### config.mk
export PLATFORM = sky130hd
export DESIGN_NAME = t5_mem_arb_flat
export DESIGN_NICKNAME = d
export VERILOG_FILES = /design/src/rtl/t5_mem_arb_pkg.sv /design/src/rtl/t5_mem_arb_if.sv /design/src/rtl/t5_mem_arb.sv /design/src/flat_wrapper.sv
export SDC_FILE = /design/constraint.sdc
export NUM_CORES = 1
export LEC_CHECK = 0
export ABC_AREA = 0
export CAP_MARGIN = 20
export CORE_MARGIN = 2
export CORE_UTILIZATION = 43
export CTS_BUF_LIST = sky130_fd_sc_hd__clkbuf_16
export CTS_CLUSTER_DIAMETER = 60
export DETAILED_ROUTE_END_ITERATION = 10
export PLACE_DENSITY = 0.84
export REMOVE_ABC_BUFFERS = 1
export SYNTH_ARGS = -nofsm -noshare
export SYNTH_HDL_FRONTEND = slang
export SYNTH_SLANG_ARGS = --single-unit
### constraint.sdc
create_clock -name sys_clk -period 2.2 [get_ports sys_clk]
set_input_delay 0.44 -clock sys_clk [delete_from_list [all_inputs] [get_ports sys_clk]]
set_output_delay 0.44 -clock sys_clk [all_outputs]
set_load 0.1 [all_outputs]
### src/rtl/t5_mem_arb_pkg.sv
`default_nettype none
// ============================================================================
//  Module      : t5_mem_arb_pkg
//  Description : Shared types and constants for the t5 memory arbiter.
//                Holds the arbiter state encoding and the default datapath
//                width.
//  Revision    : 1.0 - initial release
// ============================================================================
package t5_mem_arb_pkg;

    // Default data/address width; word addresses are [XLEN-1:2].
    localparam int c_XLEN = 32;

    // Arbiter states: idle, or owning the memory bus for fetch or data.
    typedef enum logic [1:0] {
        ST_IDLE = 2'd0,
        ST_IBUS = 2'd1,
        ST_DBUS = 2'd2
    } state_t;

endpackage
`default_nettype wire

### src/rtl/t5_mem_arb_if.sv
`default_nettype none
// ============================================================================
//  Module      : t5_mem_arb_if
//  Description : Bundle of the three Wishbone-classic buses around the
//                arbiter: instruction fetch (iwb_*), data (dwb_*) and the
//                shared memory master (mwb_*).
//                modport slave  : arbiter view (serves iwb/dwb, drives mwb)
//                modport master : environment view (CPU ports and memory)
//  Revision    : 1.0 - initial release
// ============================================================================
interface t5_mem_arb_if
    import t5_mem_arb_pkg::*;
#(
    parameter int XLEN = c_XLEN
);
    // Instruction fetch port
    logic              iwb_stb;
    logic [XLEN-3:0]   iwb_adr;
    logic [XLEN-1:0]   iwb_dat;
    logic              iwb_ack;
    logic              iwb_err;
    // Data port
    logic              dwb_stb;
    logic              dwb_wre;
    logic [XLEN-3:0]   dwb_adr;
    logic [3:0]        dwb_sel;
    logic [XLEN-1:0]   dwb_dto;
    logic [XLEN-1:0]   dwb_dti;
    logic              dwb_ack;
    logic              dwb_err;
    // Memory master
    logic              mwb_stb;
    logic              mwb_wre;
    logic [XLEN-3:0]   mwb_adr;
    logic [3:0]        mwb_sel;
    logic [XLEN-1:0]   mwb_dto;
    logic [XLEN-1:0]   mwb_dti;
    logic              mwb_ack;

    modport slave (
        input  iwb_stb, iwb_adr,
        output iwb_dat, iwb_ack, iwb_err,
        input  dwb_stb, dwb_wre, dwb_adr, dwb_sel, dwb_dto,
        output dwb_dti, dwb_ack, dwb_err,
        output mwb_stb, mwb_wre, mwb_adr, mwb_sel, mwb_dto,
        input  mwb_dti, mwb_ack
    );

    modport master (
        output iwb_stb, iwb_adr,
        input  iwb_dat, iwb_ack, iwb_err,
        output dwb_stb, dwb_wre, dwb_adr, dwb_sel, dwb_dto,
        input  dwb_dti, dwb_ack, dwb_err,
        input  mwb_stb, mwb_wre, mwb_adr, mwb_sel, mwb_dto,
        output mwb_dti, mwb_ack
    );

endinterface
`default_nettype wire

### src/rtl/t5_mem_arb.sv
`default_nettype none
// ============================================================================
//  Module      : t5_mem_arb
//  Description : Arbitrates the t5_cpu fetch and data ports onto a single
//                Wishbone-classic memory master. Data wins by default, but
//                after DMAX consecutive data grants with a fetch waiting the
//                fetch is served. A watchdog aborts a memory cycle that sees
//                no mwb_ack and reports an error pulse to the requester.
//  Ports       : sys_clk  - clock, rising edge
//                sys_rst  - asynchronous reset, active low
//                sys_ena  - 1 allows new grants; in-flight cycles always finish
//                bus      - iwb/dwb/mwb buses (t5_mem_arb_if.slave)
//  Parameters  : XLEN  - data width (must match the interface)
//                DMAX  - max consecutive data grants while a fetch waits
//                TMO_W - watchdog width; abort after 2**TMO_W-1 bus cycles
//  Revision    : 1.0 - initial release
// ============================================================================
module t5_mem_arb
    import t5_mem_arb_pkg::*;
#(
    parameter int XLEN  = c_XLEN,
    parameter int DMAX  = 4,
    parameter int TMO_W = 8
) (
    input  wire logic     sys_clk,
    input  wire logic     sys_rst,
    input  wire logic     sys_ena,
    t5_mem_arb_if.slave   bus
);

    localparam int               c_SCW      = $clog2(DMAX + 1);
    // Expiry is detected one count early so that the abort lands on the edge
    // where the counter would reach all-ones (2**TMO_W-1 cycles of mwb_stb).
    localparam logic [TMO_W-1:0] c_TMO_LAST = {{(TMO_W-1){1'b1}}, 1'b0};

    state_t             r_state;
    state_t             w_state_nxt;
    logic [c_SCW-1:0]   r_scnt;
    logic [TMO_W-1:0]   r_tcnt;

    logic               r_mwb_stb;
    logic               r_mwb_wre;
    logic [XLEN-3:0]    r_mwb_adr;
    logic [3:0]         r_mwb_sel;
    logic [XLEN-1:0]    r_mwb_dto;
    logic               r_iwb_ack;
    logic               r_iwb_err;
    logic [XLEN-1:0]    r_iwb_dat;
    logic               r_dwb_ack;
    logic               r_dwb_err;
    logic [XLEN-1:0]    r_dwb_dti;

    logic               w_i_req;
    logic               w_d_req;
    logic               w_pick_d;
    logic               w_grant_i;
    logic               w_grant_d;
    logic               w_done_ack;
    logic               w_done_tmo;

    // A requester acked/errored this cycle still holds stb; it is not a new
    // request and must not be granted again.
    assign w_i_req  = bus.iwb_stb & ~(r_iwb_ack | r_iwb_err);
    assign w_d_req  = bus.dwb_stb & ~(r_dwb_ack | r_dwb_err);
    assign w_pick_d = w_d_req & (~w_i_req | (r_scnt < c_SCW'(DMAX)));

    always_ff @(posedge sys_clk or negedge sys_rst) begin
        if (!sys_rst) begin
            r_state <= ST_IDLE;
        end else begin
            r_state <= w_state_nxt;
        end
    end

    always_comb begin
        w_state_nxt = r_state;
        w_grant_i   = 1'b0;
        w_grant_d   = 1'b0;
        w_done_ack  = 1'b0;
        w_done_tmo  = 1'b0;
        case (r_state)
            ST_IDLE: begin
                if (sys_ena && (w_i_req || w_d_req)) begin
                    if (w_pick_d) begin
                        w_grant_d   = 1'b1;
                        w_state_nxt = ST_DBUS;
                    end else begin
                        w_grant_i   = 1'b1;
                        w_state_nxt = ST_IBUS;
                    end
                end
            end
            ST_IBUS, ST_DBUS: begin
                // An ack arriving on the expiry cycle completes normally.
                if (bus.mwb_ack) begin
                    w_done_ack  = 1'b1;
                    w_state_nxt = ST_IDLE;
                end else if (r_tcnt == c_TMO_LAST) begin
                    w_done_tmo  = 1'b1;
                    w_state_nxt = ST_IDLE;
                end
            end
            default: begin
                w_state_nxt = ST_IDLE;
            end
        endcase
    end

    always_ff @(posedge sys_clk or negedge sys_rst) begin
        if (!sys_rst) begin
            r_scnt    <= '0;
            r_tcnt    <= '0;
            r_mwb_stb <= 1'b0;
            r_mwb_wre <= 1'b0;
            r_mwb_adr <= '0;
            r_mwb_sel <= '0;
            r_mwb_dto <= '0;
            r_iwb_ack <= 1'b0;
            r_iwb_err <= 1'b0;
            r_iwb_dat <= '0;
            r_dwb_ack <= 1'b0;
            r_dwb_err <= 1'b0;
            r_dwb_dti <= '0;
        end else begin
            // Starvation count: data grants made while a fetch is waiting.
            if (w_grant_i || !w_i_req) begin
                r_scnt <= '0;
            end else if (w_grant_d && (r_scnt != c_SCW'(DMAX))) begin
                r_scnt <= r_scnt + 1'b1;
            end

            if (w_grant_i || w_grant_d) begin
                r_tcnt <= '0;
            end else if (r_state != ST_IDLE) begin
                r_tcnt <= r_tcnt + 1'b1;
            end

            if (w_grant_d) begin
                r_mwb_stb <= 1'b1;
                r_mwb_wre <= bus.dwb_wre;
                r_mwb_adr <= bus.dwb_adr;
                r_mwb_sel <= bus.dwb_sel;
                r_mwb_dto <= bus.dwb_dto;
            end else if (w_grant_i) begin
                r_mwb_stb <= 1'b1;
                r_mwb_wre <= 1'b0;
                r_mwb_adr <= bus.iwb_adr;
                r_mwb_sel <= 4'hF;
                r_mwb_dto <= '0;
            end else if (w_done_ack || w_done_tmo) begin
                r_mwb_stb <= 1'b0;
            end

            r_iwb_ack <= w_done_ack && (r_state == ST_IBUS);
            r_iwb_err <= w_done_tmo && (r_state == ST_IBUS);
            r_dwb_ack <= w_done_ack && (r_state == ST_DBUS);
            r_dwb_err <= w_done_tmo && (r_state == ST_DBUS);

            // Read data is captured on completion and held until the next one;
            // an aborted cycle returns zero.
            if ((w_done_ack || w_done_tmo) && (r_state == ST_IBUS)) begin
                r_iwb_dat <= w_done_ack ? bus.mwb_dti : '0;
            end
            if ((w_done_ack || w_done_tmo) && (r_state == ST_DBUS)) begin
                r_dwb_dti <= w_done_ack ? bus.mwb_dti : '0;
            end
        end
    end

    assign bus.mwb_stb = r_mwb_stb;
    assign bus.mwb_wre = r_mwb_wre;
    assign bus.mwb_adr = r_mwb_adr;
    assign bus.mwb_sel = r_mwb_sel;
    assign bus.mwb_dto = r_mwb_dto;
    assign bus.iwb_ack = r_iwb_ack;
    assign bus.iwb_err = r_iwb_err;
    assign bus.iwb_dat = r_iwb_dat;
    assign bus.dwb_ack = r_dwb_ack;
    assign bus.dwb_err = r_dwb_err;
    assign bus.dwb_dti = r_dwb_dti;

endmodule
`default_nettype wire

### src/flat_wrapper.sv
// flat-port wrapper written by rule: the top's interface ports become plain ports
module t5_mem_arb_flat import t5_mem_arb_pkg::*;
#(
    parameter int XLEN  = c_XLEN,
    parameter int DMAX  = 4,
    parameter int TMO_W = 8
)
  (sys_clk, sys_rst, sys_ena, bus_iwb_stb, bus_iwb_adr, bus_iwb_dat, bus_iwb_ack, bus_iwb_err, bus_dwb_stb, bus_dwb_wre, bus_dwb_adr, bus_dwb_sel, bus_dwb_dto, bus_dwb_dti, bus_dwb_ack, bus_dwb_err, bus_mwb_stb, bus_mwb_wre, bus_mwb_adr, bus_mwb_sel, bus_mwb_dto, bus_mwb_dti, bus_mwb_ack);
  t5_mem_arb_if #(.XLEN(XLEN)) bus_i ();
  input  wire logic sys_clk;
  input  wire logic sys_rst;
  input  wire logic sys_ena;
  input wire logic [$bits(bus_i.iwb_stb)-1:0] bus_iwb_stb;
  input wire logic [$bits(bus_i.iwb_adr)-1:0] bus_iwb_adr;
  output wire logic [$bits(bus_i.iwb_dat)-1:0] bus_iwb_dat;
  output wire logic [$bits(bus_i.iwb_ack)-1:0] bus_iwb_ack;
  output wire logic [$bits(bus_i.iwb_err)-1:0] bus_iwb_err;
  input wire logic [$bits(bus_i.dwb_stb)-1:0] bus_dwb_stb;
  input wire logic [$bits(bus_i.dwb_wre)-1:0] bus_dwb_wre;
  input wire logic [$bits(bus_i.dwb_adr)-1:0] bus_dwb_adr;
  input wire logic [$bits(bus_i.dwb_sel)-1:0] bus_dwb_sel;
  input wire logic [$bits(bus_i.dwb_dto)-1:0] bus_dwb_dto;
  output wire logic [$bits(bus_i.dwb_dti)-1:0] bus_dwb_dti;
  output wire logic [$bits(bus_i.dwb_ack)-1:0] bus_dwb_ack;
  output wire logic [$bits(bus_i.dwb_err)-1:0] bus_dwb_err;
  output wire logic [$bits(bus_i.mwb_stb)-1:0] bus_mwb_stb;
  output wire logic [$bits(bus_i.mwb_wre)-1:0] bus_mwb_wre;
  output wire logic [$bits(bus_i.mwb_adr)-1:0] bus_mwb_adr;
  output wire logic [$bits(bus_i.mwb_sel)-1:0] bus_mwb_sel;
  output wire logic [$bits(bus_i.mwb_dto)-1:0] bus_mwb_dto;
  input wire logic [$bits(bus_i.mwb_dti)-1:0] bus_mwb_dti;
  input wire logic [$bits(bus_i.mwb_ack)-1:0] bus_mwb_ack;
  assign bus_i.iwb_stb = bus_iwb_stb;
  assign bus_i.iwb_adr = bus_iwb_adr;
  assign bus_iwb_dat = bus_i.iwb_dat;
  assign bus_iwb_ack = bus_i.iwb_ack;
  assign bus_iwb_err = bus_i.iwb_err;
  assign bus_i.dwb_stb = bus_dwb_stb;
  assign bus_i.dwb_wre = bus_dwb_wre;
  assign bus_i.dwb_adr = bus_dwb_adr;
  assign bus_i.dwb_sel = bus_dwb_sel;
  assign bus_i.dwb_dto = bus_dwb_dto;
  assign bus_dwb_dti = bus_i.dwb_dti;
  assign bus_dwb_ack = bus_i.dwb_ack;
  assign bus_dwb_err = bus_i.dwb_err;
  assign bus_mwb_stb = bus_i.mwb_stb;
  assign bus_mwb_wre = bus_i.mwb_wre;
  assign bus_mwb_adr = bus_i.mwb_adr;
  assign bus_mwb_sel = bus_i.mwb_sel;
  assign bus_mwb_dto = bus_i.mwb_dto;
  assign bus_i.mwb_dti = bus_mwb_dti;
  assign bus_i.mwb_ack = bus_mwb_ack;
  t5_mem_arb #(.XLEN(XLEN), .DMAX(DMAX), .TMO_W(TMO_W)) u_core (.sys_clk(sys_clk), .sys_rst(sys_rst), .sys_ena(sys_ena), .bus(bus_i));
endmodule
==> metrics.md <==
| Metric | Value |
|---|---|
| Port buffer count | 270 |
| Post-DP HPWL | 12.9 mm |
| Clock Latency Late Sink | 0.42 ns |
| CP cell instances | inv_1, ha_1, and2_1, buf_4, nand3_1, o221a_2 |
| Residual DRC count | 0 |
| Cells on worst reg2reg path | 6 |
| RePlAce Congestion | 0.804 |
| Clk_skew | 0.0129 ns |
| Mapped cell area | 6570 um2 |
| R2R Setup Slk | 0.20 ns |
| Root buf cell | clkbuf_16 |
| Final wirelength | 18.7 mm |
| Number of iterations in the first detailed-routing pass | 6 |
| Clock Sinks | 149 |
| Final count of pins violating max slew | 0 |
| Core area | 15100 um2 |
| Critical path class | flip-flop to flip-flop |
| Resized Gates After CTS | 0 |
| GR peak layer | met2 |
| Starting Density | 43.5% |
| Largest net degree at the start of global routing | 63 |
| Layout area overhead | 50.4% |
| Die height | 128 um |
| RSZ-0062 raised after global routing | false |
| H-Tree Depth | 4 |
| Synth Instances | 589 |
| Antenna cells | 0 |
| Max Buffers Root-to-Sink | 2 |
| Worst Hold Depth | 1 |
| Initial antenna violation count | 0 |
| Met2 usage | 37.7% |
| Inst Count DP | 1029 |
| First-pass GRT wire length | 29.5 mm |
| # Post-CTS Setup Buffers | 0 |
| Fin crit share | 91.1% |
| Post-route ant nets | 0 |
| Worst hold path type | flip-flop to flip-flop |
| Die ar. | 16300 um2 |
| WP data required | 2.50 ns |
| Critical Path Start | u_core.r_state[0]$_DFFE_PN0P_ |
| Max Freq | 0.499 GHz |
| Met3 usage | 5.90% |
| CP top delay family | simple AND/OR/NAND/NOR gates |
| Crit path to | u_core.bus.mwb_adr[24]$_DFFE_PN0N_ |
| Num rows | 45 |
| Post-synth EDFFs | 0 |
| Seq/Total Area, Yosys | 56.8% |
| TritonCTS Buffers | 17 |
| Worst-margin pin slew | 0.781 ns |
| Max Cap Viol | 0 |
| CP max FO | 18 |
| Netlist cell types | 49 |
| Synthesized flop and latch total | 149 |
| Worst path depth | 6 |
| Final Hold Viols | 0 |
| Primary FF master, synth | dfrtp_1 |
| HP Start | u_core.bus.mwb_dto[6]$_DFFE_PN0N_ |
| I/O pin cnt | 271 |
| Crit. End Element | flip-flop |
| YS warnings | 0 |
| Crit-path slowest cell | dfrtp_1 |
| Per-cell routed wire length | 17.6 um |
| Via count | 5731 |
| Total gr overflow | 0 |
| Vias per cell | 5.40 |
| Die span in x | 128 um |
| Vias in the first global route | 5746 |
| Synth Area per Inst | 11.2 um2 |
| Asr flop ratio synth | 100% |
| Headroom to the max-slew limit | 47.3% |
| WP data arrival | 2.31 ns |
| Starting DRT DRC Count | 440 |
| Reg2reg start | u_core.r_state[0]$_DFFE_PN0P_ |
| Critical Path Source Type | flip-flop |
| Minimum clock period | 2.00 ns |
| CTS tree | yes |
| Number of nets in the layout | 1003 |
| Reg clk slew, reported paths | 0.07 ns |
| Non-Filler Instances | 1062 |
| Largest stage delay, worst path | 0.39 ns |
| Worst r2r dst | u_core.bus.mwb_adr[24]$_DFFE_PN0N_ |
| Total GRT Usage | 22.8% |
| Share of post-route cells with drive strength above 1 | 26.3% |
| CP Buf/Inv Count | 2 |
| Cts hold-fix bufs | 1 |
| Met1 GRT Util | 29.3% |
| Setup violations, final | 0 |
| Status | complete, no violations |
==> how the worst min path moves through the flow <==
stage	to	slack (ns)
floorplan	u_core.bus.dwb_ack$_DFF_PN0_	0.14
global placement	u_core.bus.iwb_dat[24]$_DFFE_PN0P_	0.43
detailed placement	u_core.bus.dwb_dti[2]$_DFFE_PN0P_	0.43
CTS	u_core.bus.mwb_dto[9]$_DFFE_PN0N_	0.51
global route	u_core.bus.mwb_dto[14]$_DFFE_PN0N_	0.53
finish	u_core.bus.mwb_dto[6]$_DFFE_PN0N_	0.51
==> cell families after synthesis <==
logic type | Yosys count | synth area share (%)
muxes | 3 | 0.457
xor gates and xnor gates | 1 | 0.133
DFF | 149 | 56.8
adders and majority gates | 7 | 1.33
buffers and inverters | 149 | 9.22
and+or+nand+nor | 60 | 7.01
AOI/OAI and AO/OA | 220 | 25.1
==> stage by stage <==
stage	setup TNS [ns]	setup WS, ns	utilization [%]	hold WS [ns]	instance area, um2
after floorplan	-47.02	-0.767	-	0.144	6380
after global routing	0	0.0528	65.5	0.526	9880
final	0	0.197	65.5	0.508	9880
after CTS	0	0.185	65.5	0.512	9880
after global placement	0	0.0414	61.3	0.428	9250
after detailed placement	-0.00870	-0.00494	61.3	0.430	9250
==> cell usage after synthesis (3+ instances only) <==
library cell	number	area, um2
buf_6	5	56.3
buf_2	7	35.0
inv_1	110	413
o22a_1	4	35.0
a222oi_1	13	130
and4_1	17	149
or3_1	4	25.0
ha_1	7	87.6
clkbuf_1	27	101
a221o_1	16	160
mux2i_1	3	30.0
o211ai_1	4	30.0
a22o_1	6	52.6
a22oi_1	64	480
dfrtp_1	149	3730
and3_1	3	18.8
nand2_1	10	37.5
o21ai_0	72	360
a21oi_1	3	15.0
a22o_2	27	270
==> worst register-to-register path, cell delays in order, from the launching register on <==
cell     delay [ns]
dfrtp_1        0.39
inv_1          0.14
ha_1           0.33
and2_1         0.25
buf_4          0.22
nand3_1        0.23
o221a_2        0.32
==> layout by cell type (no fill, tap or decap), types with 3 or more instances in the layout <==
cell and n:
inv_6 3, o22a_1 4, inv_8 3, clkbuf_16 17, dfrtp_1 149, a22o_2 27
ha_1 7, buf_4 149, a21oi_1 3, o21ai_0 72, buf_12 8, and4_1 17
a22oi_1 64, clkdlybuf4s50_1 133, nand2_1 10, bufinv_16 3, clkinvlp_4 3, a22o_1 6
mux2i_1 3, a222oi_1 13, inv_1 110, o211ai_1 4, and3_1 3, a221o_1 16
or3_1 4
==> state kept, by name, summed over array words and instances (netlist names) <==
signal              flops
u_core.bus.mwb_wre      1
u_core.bus.mwb_adr     30
u_core.r_scnt           3
u_core.bus.dwb_ack      1
u_core.bus.dwb_dti     32
u_core.bus.dwb_err      1
u_core.bus.iwb_dat     32
u_core.bus.iwb_ack      1
u_core.r_tcnt           8
u_core.r_state          2
u_core.bus.iwb_err      1
u_core.bus.mwb_dto     32
u_core.bus.mwb_sel      4
u_core.bus.mwb_stb      1
==> area by class of cell <==
cell class / instances / area [um2]
Clock buffer: 17 / 425
Tap cell: 188 / 235
Inverter: 110 / 413
Sequential cell: 149 / 3730
Multi-Input combinational cell: 291 / 2250
Timing Repair Buffer: 292 / 2630
Clock inverter: 15 / 195
Fill cell: 1119 / 5210
==> layer usage <==
metal,up-vias,share of wire (%)
li1,2686,-
met5,-,0
met1,2788,43
met2,229,49
met4,0,1.6
met3,28,7.1
Power is not shown: default switching activity piles up to over one toggle a cycle in this logic, so the estimate is an artifact.
